==> config.mk <==
export PLATFORM = sky130hd
export DESIGN_NAME = io_pad_ctrl
export DESIGN_NICKNAME = d
export VERILOG_FILES = /design/src/rtl/io_pad_ctrl_pkg.sv /design/src/rtl/io_pad_debounce.sv /design/src/rtl/io_pad_ctrl.sv
export SDC_FILE = /design/constraint.sdc
export NUM_CORES = 1
export LEC_CHECK = 0
export ABC_AREA = 1
export CAP_MARGIN = 20
export CORE_MARGIN = 1.5
export CORE_UTILIZATION = 30
export DETAILED_ROUTE_END_ITERATION = 8
export SLEW_MARGIN = 20
export SYNTH_ARGS = -nofsm -noshare
export SYNTH_HDL_FRONTEND = slang
export SYNTH_SLANG_ARGS = --single-unit
==> constraint.sdc <==
create_clock -name clk_in -period 2.47 [get_ports clk_in]
set_clock_uncertainty 0.1 [all_clocks]
set_input_delay 0.494 -clock clk_in [delete_from_list [all_inputs] [get_ports clk_in]]
set_output_delay 0.494 -clock clk_in [all_outputs]
set_load 0.02 [all_outputs]
==> src/rtl/io_pad_ctrl_pkg.sv <==
// Shared definitions for the GPIO pad-bank controller: register map and decode selector.
package io_pad_ctrl_pkg;

    localparam int REG_W = 32;

    localparam logic [7:0] ADDR_DOUT       = 8'h00;
    localparam logic [7:0] ADDR_DIN        = 8'h04;
    localparam logic [7:0] ADDR_IRQ_EN     = 8'h08;
    localparam logic [7:0] ADDR_IRQ_STATUS = 8'h0C;
    localparam logic [7:0] ADDR_DEBOUNCE   = 8'h10;
    localparam logic [7:0] ADDR_CFG_BASE   = 8'h40;

    typedef enum logic [2:0] {
        SEL_NONE,
        SEL_DOUT,
        SEL_DIN,
        SEL_IRQ_EN,
        SEL_IRQ_STATUS,
        SEL_DEBOUNCE,
        SEL_CFG
    } regSel_e;

endpackage

==> src/rtl/io_pad_debounce.sv <==
// One pad input: two-flop synchroniser, saturating debounce counter, stable level and rise pulse.
module io_pad_debounce
    import io_pad_ctrl_pkg::*;
#(
    parameter int DB_W = 16
) (
    input  logic            clk_in,
    input  logic            reset_in,
    input  logic            i_pad,
    input  logic [DB_W-1:0] i_debounce,
    output logic            o_stable,
    output logic            o_rise
);

    logic            r_sync0;
    logic            r_sync1;
    logic            r_stable;
    logic [DB_W-1:0] r_cnt;
    logic            w_stableNext;
    logic [DB_W-1:0] w_cntNext;

    // The level must disagree with the stable value for DEBOUNCE+1 consecutive cycles to be accepted.
    always_comb begin
        w_stableNext = r_stable;
        w_cntNext    = r_cnt;
        if (r_sync1 == r_stable) begin
            w_cntNext = '0;
        end else if (r_cnt >= i_debounce) begin
            w_stableNext = r_sync1;
            w_cntNext    = '0;
        end else if (r_cnt != '1) begin
            w_cntNext = r_cnt + 1'b1;
        end
    end

    always_ff @(posedge clk_in) begin
        if (reset_in) begin
            r_sync0  <= 1'b0;
            r_sync1  <= 1'b0;
            r_stable <= 1'b0;
            r_cnt    <= '0;
        end else begin
            r_sync0  <= i_pad;
            r_sync1  <= r_sync0;
            r_stable <= w_stableNext;
            r_cnt    <= w_cntNext;
        end
    end

    assign o_stable = r_stable;
    assign o_rise   = w_stableNext & ~r_stable;

endmodule

==> src/rtl/io_pad_ctrl.sv <==
// Core-side controller for one GPIO pad bank: register file, pad config/outputs, debounced inputs, IRQ.
module io_pad_ctrl
    import io_pad_ctrl_pkg::*;
#(
    parameter int                      NUM_PINS     = 8,
    parameter int                      IOCELL_CFG_W = 3,
    parameter logic [IOCELL_CFG_W-1:0] CFG_RESET    = '0,
    parameter int                      DB_W         = 16
) (
    input  logic                             clk_in,
    input  logic                             reset_in,
    input  logic                             reg_req,
    input  logic                             reg_we,
    input  logic [7:0]                       reg_addr,
    input  logic [31:0]                      reg_wdata,
    output logic [31:0]                      reg_rdata,
    output logic                             reg_ack,
    output logic [NUM_PINS*IOCELL_CFG_W-1:0] io_cell_cfg_out,
    output logic [NUM_PINS-1:0]              from_core_out,
    input  logic [NUM_PINS-1:0]              to_core_in,
    output logic                             irq_out
);

    localparam logic [6:0] NUM_PINS_W = 7'(NUM_PINS);

    logic [NUM_PINS-1:0]              r_dout;
    logic [NUM_PINS-1:0]              r_irqEn;
    logic [NUM_PINS-1:0]              r_irqStatus;
    logic [DB_W-1:0]                  r_debounce;
    logic [NUM_PINS*IOCELL_CFG_W-1:0] r_cfg;
    logic                             r_ack;
    logic [REG_W-1:0]                 r_rdata;
    logic                             r_irq;

    logic [5:0]          w_wordAddr;
    logic [5:0]          w_cfgOffset;
    regSel_e             w_sel;
    logic                w_wr;
    logic [REG_W-1:0]    w_rdata;
    logic [NUM_PINS-1:0] w_w1cMask;
    logic [NUM_PINS-1:0] w_din;
    logic [NUM_PINS-1:0] w_rise;
    logic                w_unused;

    assign w_wordAddr  = reg_addr[7:2];
    assign w_cfgOffset = w_wordAddr - ADDR_CFG_BASE[7:2];
    assign w_wr        = reg_req & reg_we;
    assign w_unused    = &{1'b0, reg_addr[1:0], reg_wdata};

    generate
        for (genvar k = 0; k < NUM_PINS; k++) begin : g_pin
            io_pad_debounce #(.DB_W(DB_W)) u_debounce (
                .clk_in     (clk_in),
                .reset_in   (reset_in),
                .i_pad      (to_core_in[k]),
                .i_debounce (r_debounce),
                .o_stable   (w_din[k]),
                .o_rise     (w_rise[k])
            );
        end
    endgenerate

    // Address decode and read mux; anything unmapped reads as zero.
    always_comb begin
        w_sel     = SEL_NONE;
        w_rdata   = '0;
        w_w1cMask = '0;
        if (w_wordAddr == ADDR_DOUT[7:2])            w_sel = SEL_DOUT;
        else if (w_wordAddr == ADDR_DIN[7:2])        w_sel = SEL_DIN;
        else if (w_wordAddr == ADDR_IRQ_EN[7:2])     w_sel = SEL_IRQ_EN;
        else if (w_wordAddr == ADDR_IRQ_STATUS[7:2]) w_sel = SEL_IRQ_STATUS;
        else if (w_wordAddr == ADDR_DEBOUNCE[7:2])   w_sel = SEL_DEBOUNCE;
        else if ((w_wordAddr >= ADDR_CFG_BASE[7:2]) && ({1'b0, w_cfgOffset} < NUM_PINS_W))
            w_sel = SEL_CFG;

        case (w_sel)
            SEL_DOUT:       w_rdata[NUM_PINS-1:0] = r_dout;
            SEL_DIN:        w_rdata[NUM_PINS-1:0] = w_din;
            SEL_IRQ_EN:     w_rdata[NUM_PINS-1:0] = r_irqEn;
            SEL_IRQ_STATUS: w_rdata[NUM_PINS-1:0] = r_irqStatus;
            SEL_DEBOUNCE:   w_rdata[DB_W-1:0]     = r_debounce;
            SEL_CFG: begin
                for (int k = 0; k < NUM_PINS; k++) begin
                    if (w_cfgOffset == 6'(k))
                        w_rdata[IOCELL_CFG_W-1:0] = r_cfg[k*IOCELL_CFG_W +: IOCELL_CFG_W];
                end
            end
            default: w_rdata = '0;
        endcase

        if (w_wr && (w_sel == SEL_IRQ_STATUS))
            w_w1cMask = reg_wdata[NUM_PINS-1:0];
    end

    // Writes land on the same edge that raises ack; a new rise beats a simultaneous clear.
    always_ff @(posedge clk_in) begin
        if (reset_in) begin
            r_dout      <= '0;
            r_irqEn     <= '0;
            r_irqStatus <= '0;
            r_debounce  <= '0;
            r_cfg       <= {NUM_PINS{CFG_RESET}};
            r_ack       <= 1'b0;
            r_rdata     <= '0;
            r_irq       <= 1'b0;
        end else begin
            r_ack   <= reg_req;
            r_rdata <= (reg_req && !reg_we) ? w_rdata : '0;
            if (w_wr && (w_sel == SEL_DOUT))     r_dout     <= reg_wdata[NUM_PINS-1:0];
            if (w_wr && (w_sel == SEL_IRQ_EN))   r_irqEn    <= reg_wdata[NUM_PINS-1:0];
            if (w_wr && (w_sel == SEL_DEBOUNCE)) r_debounce <= reg_wdata[DB_W-1:0];
            for (int k = 0; k < NUM_PINS; k++) begin
                if (w_wr && (w_sel == SEL_CFG) && (w_cfgOffset == 6'(k)))
                    r_cfg[k*IOCELL_CFG_W +: IOCELL_CFG_W] <= reg_wdata[IOCELL_CFG_W-1:0];
            end
            r_irqStatus <= (r_irqStatus & ~w_w1cMask) | w_rise;
            r_irq       <= |(r_irqStatus & r_irqEn);
        end
    end

    assign reg_ack         = r_ack;
    assign reg_rdata       = r_rdata;
    assign from_core_out   = r_dout;
    assign io_cell_cfg_out = r_cfg;
    assign irq_out         = r_irq;

endmodule

# Yosys cells after proc, flatten, opt, wreduce, memory -nomap -nowiden
# Cells that the tools add are included.
# Widths: inputs -> output; s select.
[totals] register_bits=250 inputBits=52 out_inout_bits=66 elab_cells=186
[op_classes] n_addsub=9 magnitude_cmp=10 eq_ne=33 mux=33 bitwise=23 n_reduce_logical=29
[op_table] cell="$add 16x1->16 const B" count=8
[op_table] cell="$ge 16x16->1" count=8
[op_table] cell="$ne 16x16->1 const B" count=8
[op_table] cell="$mux 3" count=14
[op_table] cell="$eq 6x3->1 const B" count=5
[op_table] cell="$reduce_or 3->1" count=9
[op_table] cell="$pmux 5 s5" count=1
[op_table] cell="$eq 6x2->1 const B" count=4
[op_table] cell="$pmux 3 s6" count=1
[op_table] cell="$and 8x8->8" count=2
[op_table] cell="$mux 1" count=16
[op_table] cell="$logic_and 1x1->1" count=15
[op_table] cell="$eq 6x1->1 const B" count=2
[op_table] cell="$logic_not 6->1" count=2
[op_table] cell="$not 1->1" count=10
[op_table] cell="$and 1x1->1" count=9
[op_table] cell="$eq 3x3->1 const B" count=3
[op_table] cell="$eq 1x1->1" count=8
[op_table] cell="$mux 8" count=1
[op_table] cell="$not 8->8" count=1
[op_table] cell="$or 8x8->8" count=1
[op_table] cell="$reduce_or 8->1" count=1
[op_table] cell="$eq 3x2->1 const B" count=2
[op_table] cell="$ge 6x5->1 const B" count=1
[op_table] cell="other kinds (5)" count=5

# Depth between registers and ports, before layout
# Gate-level depths: netlist (run 1).
[logic_depth] depth_word=15 mapped_depth=13 mapped_depth_nobuf=12

# Modules after synthesis
# Synthesis (run 1) repeated with hierarchy kept, for this count alone.
[hier_totals] hier_cells=2051 area_unflattened_um2=14888.0
[by_module_without_submodules] module="io_pad_debounce" n_inst=8 cells_per_inst=201 area_each_um2=1427.6 seq_area_each_um2=380.4
[by_module_without_submodules] module="io_pad_ctrl" n_inst=1 cells_per_inst=443 area_each_um2=3467.1 seq_area_each_um2=1641.6

# Worst setup path before layout (run 1)
# No wires, ideal clock.
[synth_timing] kind="register to register" start="register r_debounce[15]" end="register g_pin[2].u_debounce.r_cnt[14]" setup_ps=121 arrival_time_ps=1718 required_time_ps=2249 slack_ps=531 stages_incl_launch_ff=10 period_less_slack_ps=1939 cell_sequence="dfxtp_1 inv_1 ha_1 nand2_1 nor4_1 nand3_1 nand3_1 nand3b_4 buf_4 nor2_1"
[synth_via] elab_chain_len=2
[synth_lines] item="start: declaration" line="io_pad_ctrl.sv:29" rtl="logic [DB_W-1:0] r_debounce;"
[synth_lines] item="start signal: assignment" line="io_pad_ctrl.sv:111" rtl="if (w_wr && (w_sel == SEL_DEBOUNCE)) r_debounce <= reg_wdata[DB_W-1:0];"
[synth_lines] item="$ge 16x16->1" line="io_pad_debounce.sv:28" rtl="end else if (r_cnt >= i_debounce) begin"
[synth_lines] item="$reduce_or 3->1 (no source line)"
[synth_lines] item="end signal: assignment" line="io_pad_debounce.sv:46" rtl="r_cnt <= w_cntNext;"
[synth_lines] item="end: declaration" line="io_pad_debounce.sv:18" rtl="logic [DB_W-1:0] r_cnt;"
# Every way passes these cells.
# A chain may end at the register's enable or synchronous reset.

# Final worst setup path (run 1)
[layout_timing] start="register r_debounce[11]" end="register g_pin[1].u_debounce.r_cnt[1]"
[layout_via] elab_chain_len=2
[layout_lines] item="$ge 16x16->1" line="io_pad_debounce.sv:28"
[layout_lines] item="$reduce_or 3->1 (no source line)"
[layout_lines] item="end signal: assignment" line="io_pad_debounce.sv:46"
[layout_lines] item="end: declaration" line="io_pad_debounce.sv:18"
# Every way passes these cells.

==> flow_summary.ini, run 1 <==
[yosys]
synthArstFlopShare_pct = 0
synth_fa_ha_area_share_pct = 12.72
synth-warning-count = 0
synthCells = 1757
ys_seq_area_share_pct = 35.01
yosys_most_used_dff = dfxtp_1
synth_top_cell_area_share_pct = 35.01
ys_ff_latch = 234
synth_xor_area_share_pct = 5.695
postSynthAreaPerCell_um2 = 7.615
yosysTopAreaCell = dfxtp_1
synth_compound_area_share_pct = 13.02
synth_edf_count = 0
yosysUniqueCellTypes = 51
netlist_area_mm2 = 0.01338
synth_top_family_by_area = simple AND/OR/NAND/NOR gates
synth_mux_area_share_pct = 0.4488
synth_top_cells_by_area = dfxtp_1 35%, ha_1 13%, nor2_1 7.8%
synth_simple_gate_area_share_pct = 26.07

[pwr]
p_per_area_mw_per_mm2 = 541.0
p_leak_nw = 6.760
switching_share_pct = 22.86
clockPowerShare_pct = 53.8
power_switching_mw = 2.039
total_power_mw = 8.917
power_frac_seq_pct = 42.8
peakVddDrop_mv = 0.4741
internal-power_mw = 6.878
p_comb_share_pct = 3.4

[clock_network]
clk_latency_ns = 0.57
htree_num_levels = 1
cts.sinks = 234
cts_tree = done
max-clock-path-buffers = 3
cts_buffers = 29
clkTransAtPathRegs_ns = 0.06
cts-root-buf = clkbuf_16
post-cts-setup-buffer-count = 0

[worst_setup_path]
cp-end-kind = flop
critPathArrivalTime_ns = 2.77
critPathMaxFanout = 16
worst_path_most_repeated_cell = a21oi_1
crit_buf_inv = 2
worstPathRequired_ns = 2.87
critPathMaxStageDelay_ns = 0.35
cp_slowest_cell = dfxtp_1
cp-startpoint = r_debounce[11]
cp-endpoint = g_pin[1].u_debounce.r_cnt[1]
cp_top_family = simple AND/OR/NAND/NOR gates
r2r-end = g_pin[1].u_debounce.r_cnt[1]
path_cells = clkinvlp_4 > buf_6 > ha_1 > a21oi_1 > o21ai_1 > a21oi_1 > nand3_1 > nand3b_4 > nor2_1
r2r_start = r_debounce[11]
rr_worst_depth = 9
path_depth = 9
reg2reg_setup_slack_ns = 0.10
crit_path_start_kind = flop
path_class = reg -> reg

[final_layout]
syn_to_final_growth_pct = 23.18
fin_nets = 2092
fillCellCount = 4634
regArea_mm2 = 0.004684
diodes = 0
multi_input_area_mm2 = 0.007911
layout-drive-gt1-share_pct = 11.11

[grt]
grt_max_degree = 57
grt_pass1_wl_mm = 58.17
antenna_found_initial = 1
grt_pass1_vias = 11170
gr-total-overflow = 0
grt_usage_pct = 15.61

[hold_path]
hold_class = reg -> reg

[run_status]
status = finished clean

[timing]
max_freq_ghz = 0.4221
period_share_pct = 95.90
worst_pin_slew_ns = 0.7802
finalHoldViolations = 0
rsz0062_at_grt = yes
period_needed_ns = 2.369
setup_viol = 0
drv_slew = 0
relSlewSlack_pct = 47.99
layout_setup_ws_ns = 0.1012

[floorplanning]
rows = 77
coreArea_mm2 = 0.04412
die_w_um = 214.2
num_io_pins = 118
die_h_um = 214.2
initial_core_util_pct = 30.32
die_area_mm2 = 0.04588

[place]
place_ws_ns = -0.008124
port_buffers = 83
dp_hpwl_mm = 27.68
place_congestion = 0.8425

[route]
num_vias = 11990
wl_mm = 36.94
first_pass_iters = 5
route.detailed.drc = 0
ant_nets = 0
drt_first_iter_violations = 694
vias_per_cell = 4.760
post_drt_wl_per_cell_um = 14.67

[flow_run]
maxCapViolCount = 0
-- registers in the layout (all words and copies together), names as in the netlist, 8 cells and up --
signal and flops:
from_core_out 8, g_pin.u_debounce.o_stable 8, g_pin.u_debounce.r_cnt 128, g_pin.u_debounce.r_sync0 8, g_pin.u_debounce.r_sync1 8, io_cell_cfg_out 24
r_debounce 16, r_irqEn 8, r_irqStatus 8, reg_rdata 16
-- power groups by stage --
stage / Combinational (mW) / Clock, mW / Sequential, mW
finish: 0.304 / 4.79 / 3.82
global route: 0.330 / 5.06 / 3.82
CTS: 0.299 / 4.91 / 3.82
detailed placement: 0.297 / 0 / 3.90
global placement: 0.293 / 0 / 3.90
floorplan: 0.176 / 0 / 3.90
-- Yosys cell counts (3+ instances only) --
master and number:
a211oi_1 3, a21oi_1 177, a221oi_1 3, a31oi_1 3, buf_2 4, buf_4 23, buf_6 4, clkbuf_1 8
clkinv_1 3, dfxtp_1 234, ha_1 136, inv_1 155, inv_2 17, mux2i_1 6, nand2_1 255, nand2_2 12
nand3_1 80, nand3_2 3, nand3b_1 5, nand3b_4 4, nand4_1 29, nand4_2 5, nor2_1 277, nor2_2 16
nor2_4 16, nor3_1 21, nor3_2 5, nor4_1 5, o21a_1 11, o21ai_0 109, o21ai_1 11, o22ai_1 5
xnor2_1 27, xor2_1 60
-- per-layer routing --
layer  global-route usage, %  vias to the layer above  wire (um)
met4                   5.282                        0       1160
met5                       0                        -          0
li1                        -                     6106          -
met2                   25.03                      294      16220
met3                   2.894                       58       2032
met1                   21.00                     5528      17530
-- cell type report --
cell class / instances / share of cell area [%]
Clock inverter: 21 / 1.966
Multi-Input combinational cell: 1322 / 48.00
Sequential cell: 234 / 28.42
Timing Repair Buffer: 141 / 8.479
Clock buffer: 32 / 4.593
Tap cell: 592 / 4.494
Inverter: 176 / 4.046
-- how the worst min path moves through the flow --
stage	cells past startpoint	startpoint	end	slack (ns)
after floorplan	2	g_pin[0].u_debounce.r_sync0	g_pin[0].u_debounce.r_sync1	0.29
after global placement	2	g_pin[2].u_debounce.r_sync0	g_pin[2].u_debounce.r_sync1	0.30
after detailed placement	2	g_pin[5].u_debounce.r_sync0	g_pin[5].u_debounce.r_sync1	0.30
after CTS	3	reset_in	g_pin[4].u_debounce.r_sync0	0.31
after global routing	3	reset_in	g_pin[4].u_debounce.r_sync0	0.30
final	2	g_pin[5].u_debounce.r_sync0	g_pin[5].u_debounce.r_sync1	0.30
-- what timing repair did --
action / in CTS / in global routing
hold buffers: 0 / 0
gates resized for setup: 0 / 20
endpoints found under the setup margin: 0 / 33
hold endpoints to repair: 0 / 0
-- worst min-delay path: stages, from the launching register on --
cell and delay, ns:
dfxtp_1 0.30, inv_1 0.04, nor2_1 0.03
-- layout by cell type, fill, tap and decap left out, drive strengths merged, types with 32 or more instances in the layout --
master	synthesis	final
a21oi	177	177
nor2	311	311
nand2	267	267
dfxtp	234	234
inv	173	175
ha	136	136
o21ai	120	120
nand4	34	34
nand3	84	84
xor2	60	60
clkbuf	8	32
clkdlybuf4s50	0	82
buf	33	59
-- logic make-up after synthesis --
| family | after synthesis |
|---|---|
| muxes | 6 |
| AOI/OAI and AO/OA | 331 |
| other | 1 |
| and+or+nand+nor | 745 |
| DFF | 234 |
| xor gates and xnor gates | 87 |
| adders and majority gates | 136 |
| buffers and inverters | 217 |
-- per-stage QoR --
| stage | utilization [%] | instances | hold slack [ns] | instance area [um^2] | TNS, ns |
|---|---|---|---|---|---|
| floorplan | - | 1772 | 0.2883 | 13440 | 0 |
| global placement | 34.65 | 2464 | 0.2965 | 15290 | -0.1589 |
| detailed placement | 34.65 | 2464 | 0.2955 | 15290 | -0.01785 |
| CTS | 37.10 | 2517 | 0.3050 | 16370 | 0 |
| global route | 37.35 | 2518 | 0.3048 | 16480 | -0.03615 |
| finish | 37.35 | 2518 | 0.3031 | 16480 | 0 |
Note: power is estimated with default switching activity, not from simulation.
==> inputs of run 2 (changes only) <==
--- a/config.mk
+++ b/config.mk
@@ -8,8 +8,9 @@
 export ABC_AREA = 1
 export CAP_MARGIN = 20
 export CORE_MARGIN = 1.5
-export CORE_UTILIZATION = 30
+export CORE_UTILIZATION = 59
 export DETAILED_ROUTE_END_ITERATION = 8
+export PLACE_DENSITY = 0.81
 export SLEW_MARGIN = 20
 export SYNTH_ARGS = -nofsm -noshare
 export SYNTH_HDL_FRONTEND = slang
==> run 2 against run 1 <==
Net effect:
- first-iteration DRC count rose by 16%
- routed wire length decreased by 8.4%
- design area shrank 5.4%
- critical path depth rose by 1
- global-route usage grew 13 points
- clock-buffer cell count rose by 7
- non-clock buffer count fell by 11
- flip-flop and latch count unchanged
- power down 12%
- setup slack better by 0.039 ns
- sequential share of layout area up 1.6 points
- final cell count shrank 13%
- largest power group is now registers
==> flow_summary.ini, run 2 (synthesis results as in run 1) <==
[pwr]
clockPowerShare_pct = 47.8
p_per_area_mw_per_mm2 = 505.6
internal-power_mw = 6.107
power_switching_mw = 1.775
power_frac_seq_pct = 48.5
total_power_mw = 7.882
peakVddDrop_mv = 0.4463
p_comb_share_pct = 3.7
switching_share_pct = 22.52
p_leak_nw = 6.539

[floorplanning]
die_w_um = 153.6
coreArea_mm2 = 0.02203
initial_core_util_pct = 60.75
num_io_pins = 118
die_area_mm2 = 0.02359
die_h_um = 153.6
rows = 54

[route]
met2_length_mm = 16.21
drt_first_iter_violations = 808
ant_nets = 0
vias_per_cell = 5.549
top_layer_used = met4
wl_met3_mm = 2.144
wl_mm = 33.83
route.detailed.drc = 0
route.layer.met1.wl_mm = 14.11
num_vias = 12140
first_pass_iters = 6
post_drt_wl_per_cell_um = 15.47

[clock_network]
cts_buffers = 26
cts.sinks = 234
cts-root-buf = clkbuf_16
max-clock-path-buffers = 3
clk_latency_ns = 0.54
clkTransAtPathRegs_ns = 0.06
htree_num_levels = 1
cts_tree = done

[grt]
grt_usage_pct = 28.49
gr-total-overflow = 0
grt_pass1_wl_mm = 55.19
grt_max_degree = 30
grt_pass1_vias = 11680
antenna_found_initial = 0

[worst_setup_path]
critPathMaxFanout = 16
path_depth = 10
r2r_start = r_debounce[12]
crit_path_start_kind = flop
crit_buf_inv = 3
r2r-end = g_pin[5].u_debounce.r_cnt[7]
cp-endpoint = g_pin[5].u_debounce.r_cnt[7]
critPathMaxStageDelay_ns = 0.36
path_class = reg -> reg
worstPathRequired_ns = 2.79
critPathArrivalTime_ns = 2.65
cp_slowest_cell = dfxtp_1
cp-end-kind = flop
cp-startpoint = r_debounce[12]
rr_worst_depth = 10
cp_top_family = simple AND/OR/NAND/NOR gates
path_cells = clkinvlp_4 > buf_4 > ha_1 > nand2_1 > nor3_1 > nand3_1 > nand3_1 > nand3b_1 > buf_4 > nor2_1
reg2reg_setup_slack_ns = 0.14

[timing]
period_share_pct = 94.32
setup_viol = 0
holdWs_ns = 0.2919
rsz0062_at_grt = no
relSlewSlack_pct = 65.95
finalHoldViolations = 0
worst_pin_slew_ns = 0.5100
max_freq_ghz = 0.4292
period_needed_ns = 2.330
drv_slew = 0

[final_layout]
finish.instance_area_mm2 = 0.01559
layout_commonest_cell = nor2_1
layout-drive-gt1-share_pct = 9.229
syn_to_final_growth_pct = 16.49
diodes = 0
top_register = g_pin.u_debounce.r_cnt
fin_nets = 2077
layout_common_cells = 277 x nor2_1, 255 x nand2_1, 234 x dfxtp_1, 176 x a21oi_1, 153 x inv_1
largest_reg_flops = 128

[hold_path]
holdPathStages = 2
hold_class = reg -> reg
hold_start = g_pin[1].u_debounce.r_sync0

[flow_run]
maxCapViolCount = 0

[place]
port_buffers = 83
dp_hpwl_mm = 24.55
place_area_mm2 = 0.01471
place_congestion = 0.9151

[run_status]
status = finished clean
## run 2: cell types whose count changed in the layout (fill, tap and decap cells not counted), sizes merged
| cell | change |
|---|---|
| buf | -11 |
| nand3b | -1 |
| bufinv | -6 |
| inv | -2 |
| clkinvlp | -6 |
| clkbuf | +7 |
## run 2: metrics by stage
stage	setup TNS [ns]	setup slack (ns)	utilization, %	cells
4_1_cts	0	0.004529	70.54	2185
2_1_floorplan	0	0.5314	-	1772
3_3_place_gp	0	0.07766	66.80	2139
5_1_grt	0	0.01392	70.77	2187
3_5_place_dp	-0.003291	-0.003291	66.80	2139
6_report	0	0.1403	70.77	2187
## run 2: how the worst min path moves through the flow
stage	end	slack, ns
after global placement	g_pin[4].u_debounce.r_sync1	0.29
after floorplan	g_pin[0].u_debounce.r_sync1	0.29
after CTS	g_pin[1].u_debounce.r_sync1	0.30
final	g_pin[1].u_debounce.r_sync1	0.29
after global routing	g_pin[7].u_debounce.r_sync1	0.32
after detailed placement	g_pin[1].u_debounce.r_sync1	0.29
## run 2: timing repair
action,CTS,global route
hold buffers,0,0
endpoints found under the setup margin,0,26
buffers inserted,0,2
gates resized for setup,0,5
## run 2: final cells by class
class / instances / area (um^2)
multi-input cells: 1321 / 7833
fillers: 1745 / 6439
flip-flops and latches: 234 / 4684
repair buffers: 130 / 1229
clock buffers: 39 / 749.5
inverters: 176 / 666.9
well taps: 280 / 350.3
clock inverters: 7 / 75.07
## run 2: layer usage
metal | track usage (%) | vias up
li1 | - | 6092
met1 | 33.06 | 5599
met2 | 51.22 | 347
met3 | 5.440 | 97
met4 | 11.93 | 0
met5 | 0 | -
## run 2: worst reg2reg max path: stages, from the launching register on
cell	delay [ns]
dfxtp_1	0.36
clkinvlp_4	0.14
buf_4	0.19
ha_1	0.28
nand2_1	0.06
nor3_1	0.35
nand3_1	0.12
nand3_1	0.17
nand3b_1	0.13
buf_4	0.24
nor2_1	0.08
## run 2: power by group through the flow
stage               logic (mW)  clock network, mW  registers (mW)
floorplan                0.176                  0            3.90
global placement         0.280                  0            3.90
detailed placement       0.286                  0            3.90
CTS                      0.288               3.82            3.82
global route             0.319               3.97            3.82
finish                   0.294               3.77            3.82
==> inputs of run 3 (changes only) <==
--- a/config.mk
+++ b/config.mk
@@ -9,6 +9,7 @@
 export CAP_MARGIN = 20
 export CORE_MARGIN = 1.5
 export CORE_UTILIZATION = 59
+export CTS_CLUSTER_SIZE = 20
 export DETAILED_ROUTE_END_ITERATION = 8
 export PLACE_DENSITY = 0.81
 export SLEW_MARGIN = 20
==> run 3 against run 2 <==
Net effect:
- critical path type unchanged
- setup slack worse by 0.012 ns
- final cell count about the same
- clock power up 8.8%
- via count down 0.11%
- worst hold slack better by 0.0097 ns
- flip-flop and latch count unchanged
- sequential share of layout area down 0.16 points
- sequential power about the same
- design area up 0.55%
- critical path depth unchanged
- first-iteration DRC count up 0.12%
==> flow_summary.ini, run 3 (synthesis results as in run 1) <==
[run_status]
status = finished clean

[worst_setup_path]
crit_path_start_kind = flop
cp-end-kind = flop
critPathMaxStageDelay_ns = 0.34
path_cells = inv_1 > buf_4 > ha_1 > a21oi_1 > o21a_1 > nand2_1 > nand2_1 > nand3_1 > nand3b_4 > nor2_1
cp_top_family = simple AND/OR/NAND/NOR gates
crit_buf_inv = 2
r2r_start = r_debounce[7]
rr_worst_depth = 10
r2r-end = g_pin[1].u_debounce.r_cnt[10]
path_class = reg -> reg
cp_slowest_cell = inv_1
critPathArrivalTime_ns = 2.72
critPathMaxFanout = 16
worstPathRequired_ns = 2.85
reg2reg_setup_slack_ns = 0.13
worst_path_most_repeated_cell = nand2_1

[timing]
rsz0062_at_grt = no
worst_pin_slew_ns = 0.5146
holdWs_ns = 0.3016
drv_slew = 0
relSlewSlack_pct = 65.65
final.setup.tns_ns = 0
finalHoldViolations = 0
period_needed_ns = 2.342
max_freq_ghz = 0.4271
period_share_pct = 94.80
setup_viol = 0

[grt]
grt_pass1_vias = 11710
grt_pass1_wl_mm = 55.61
antenna_found_initial = 0
grt_usage_pct = 28.68
grt_max_degree = 30
gr-total-overflow = 0

[flow_run]
maxCapViolCount = 0

[clock_network]
cts-root-buf = clkbuf_16
hold_buffers = 0
cts.sinks = 234
htree_num_levels = 1
cts_buffers = 26
max-clock-path-buffers = 3
clkTransAtPathRegs_ns = 0.06
cts_tree = done
clk_latency_ns = 0.54

[final_layout]
fin_nets = 2077
layout_commonest_cell = nor2_1
fillCellCount = 1755
layout-drive-gt1-share_pct = 9.429
layout_common_cells = 277 x nor2_1, 255 x nand2_1, 234 x dfxtp_1, 176 x a21oi_1, 154 x inv_1
syn_to_final_growth_pct = 17.13
multi_input_area_mm2 = 0.007826
largest_reg_flops = 128
top_register = g_pin.u_debounce.r_cnt
finish.instance_area_mm2 = 0.01567
regArea_mm2 = 0.004684
diodes = 0

[floorplanning]
initial_core_util_pct = 60.75
die_w_um = 153.6
num_io_pins = 118
die_h_um = 153.6
die_area_mm2 = 0.02359
rows = 54
coreArea_mm2 = 0.02203

[route]
first_pass_iters = 6
post_drt_wl_per_cell_um = 15.53
num_vias = 12120
wl_mm = 33.99
vias_per_cell = 5.538
route.detailed.drc = 0
ant_nets = 0
drt_first_iter_violations = 809

[place]
place_area_mm2 = 0.01471
port_buffers = 83
place_congestion = 0.9151
dp_hpwl_mm = 24.55

[pwr]
peakVddDrop_mv = 0.5964
total_power_mw = 8.212
p_leak_nw = 6.587
p_per_area_mw_per_mm2 = 524.0

[hold_path]
hold_start = g_pin[1].u_debounce.r_sync0
holdPathStages = 2
hold_class = reg -> reg
hold_end = g_pin[1].u_debounce.r_sync1
## run 3: how the worst max path moves through the flow
stage	startpoint	endpoint	cells past startpoint	slack (ns)
3_3_place_gp	r_debounce[13]	g_pin[3].u_debounce.r_cnt[15]	10	0.08
6_report	r_debounce[7]	g_pin[1].u_debounce.r_cnt[10]	10	0.13
4_1_cts	r_debounce[13]	g_pin[3].u_debounce.r_cnt[15]	10	0.07
5_1_grt	r_debounce[11]	g_pin[2].u_debounce.r_cnt[0]	9	0.002
3_5_place_dp	r_debounce[13]	g_pin[3].u_debounce.r_cnt[15]	10	-0.003
2_1_floorplan	r_debounce[15]	g_pin[2].u_debounce.r_cnt[14]	9	0.53
## run 3: routing by layer
metal	vias to the layer above	share of wire (%)	GRT usage, %
met4	0	4.2	12.30
met3	91	6.5	4.961
li1	6096	-	-
met2	364	48	51.41
met1	5571	42	33.62
met5	-	0	0
## run 3: power breakdown
group          switching [mW]  total [mW]  internal [mW]
logic                   0.185       0.293          0.109
registers              0.0177        3.82           3.80
clock network            1.61        4.10           2.49
## run 3: tightest hold or removal path, stage by stage, from the launching register on
cell,delay (ns)
dfxtp_1,0.29
inv_1,0.04
nor2_1,0.03
## run 3: timing repair
item | CTS | global route
resized for setup | 1 | 2
setup buffers | 0 | 2
setup endpoints to repair | 7 | 16
## run 3: layout make-up
cell class                      instances  share of cell area, %
Inverter                              176                  4.255
Tap cell                              280                  2.235
Timing Repair Buffer                  130                  7.840
Clock buffer                           38                  4.950
Multi-Input combinational cell       1321                  49.94
Sequential cell                       234                  29.89
Clock inverter                         10                 0.8941
## run 3: stage by stage
stage	cells	worst slack (ns)	util [%]
final	2189	0.1284	71.15
after detailed placement	2139	-0.003291	66.80
after floorplan	1772	0.5314	-
after global placement	2139	0.07766	66.80
after CTS	2187	0.06736	71.00
after global routing	2189	0.001706	71.15
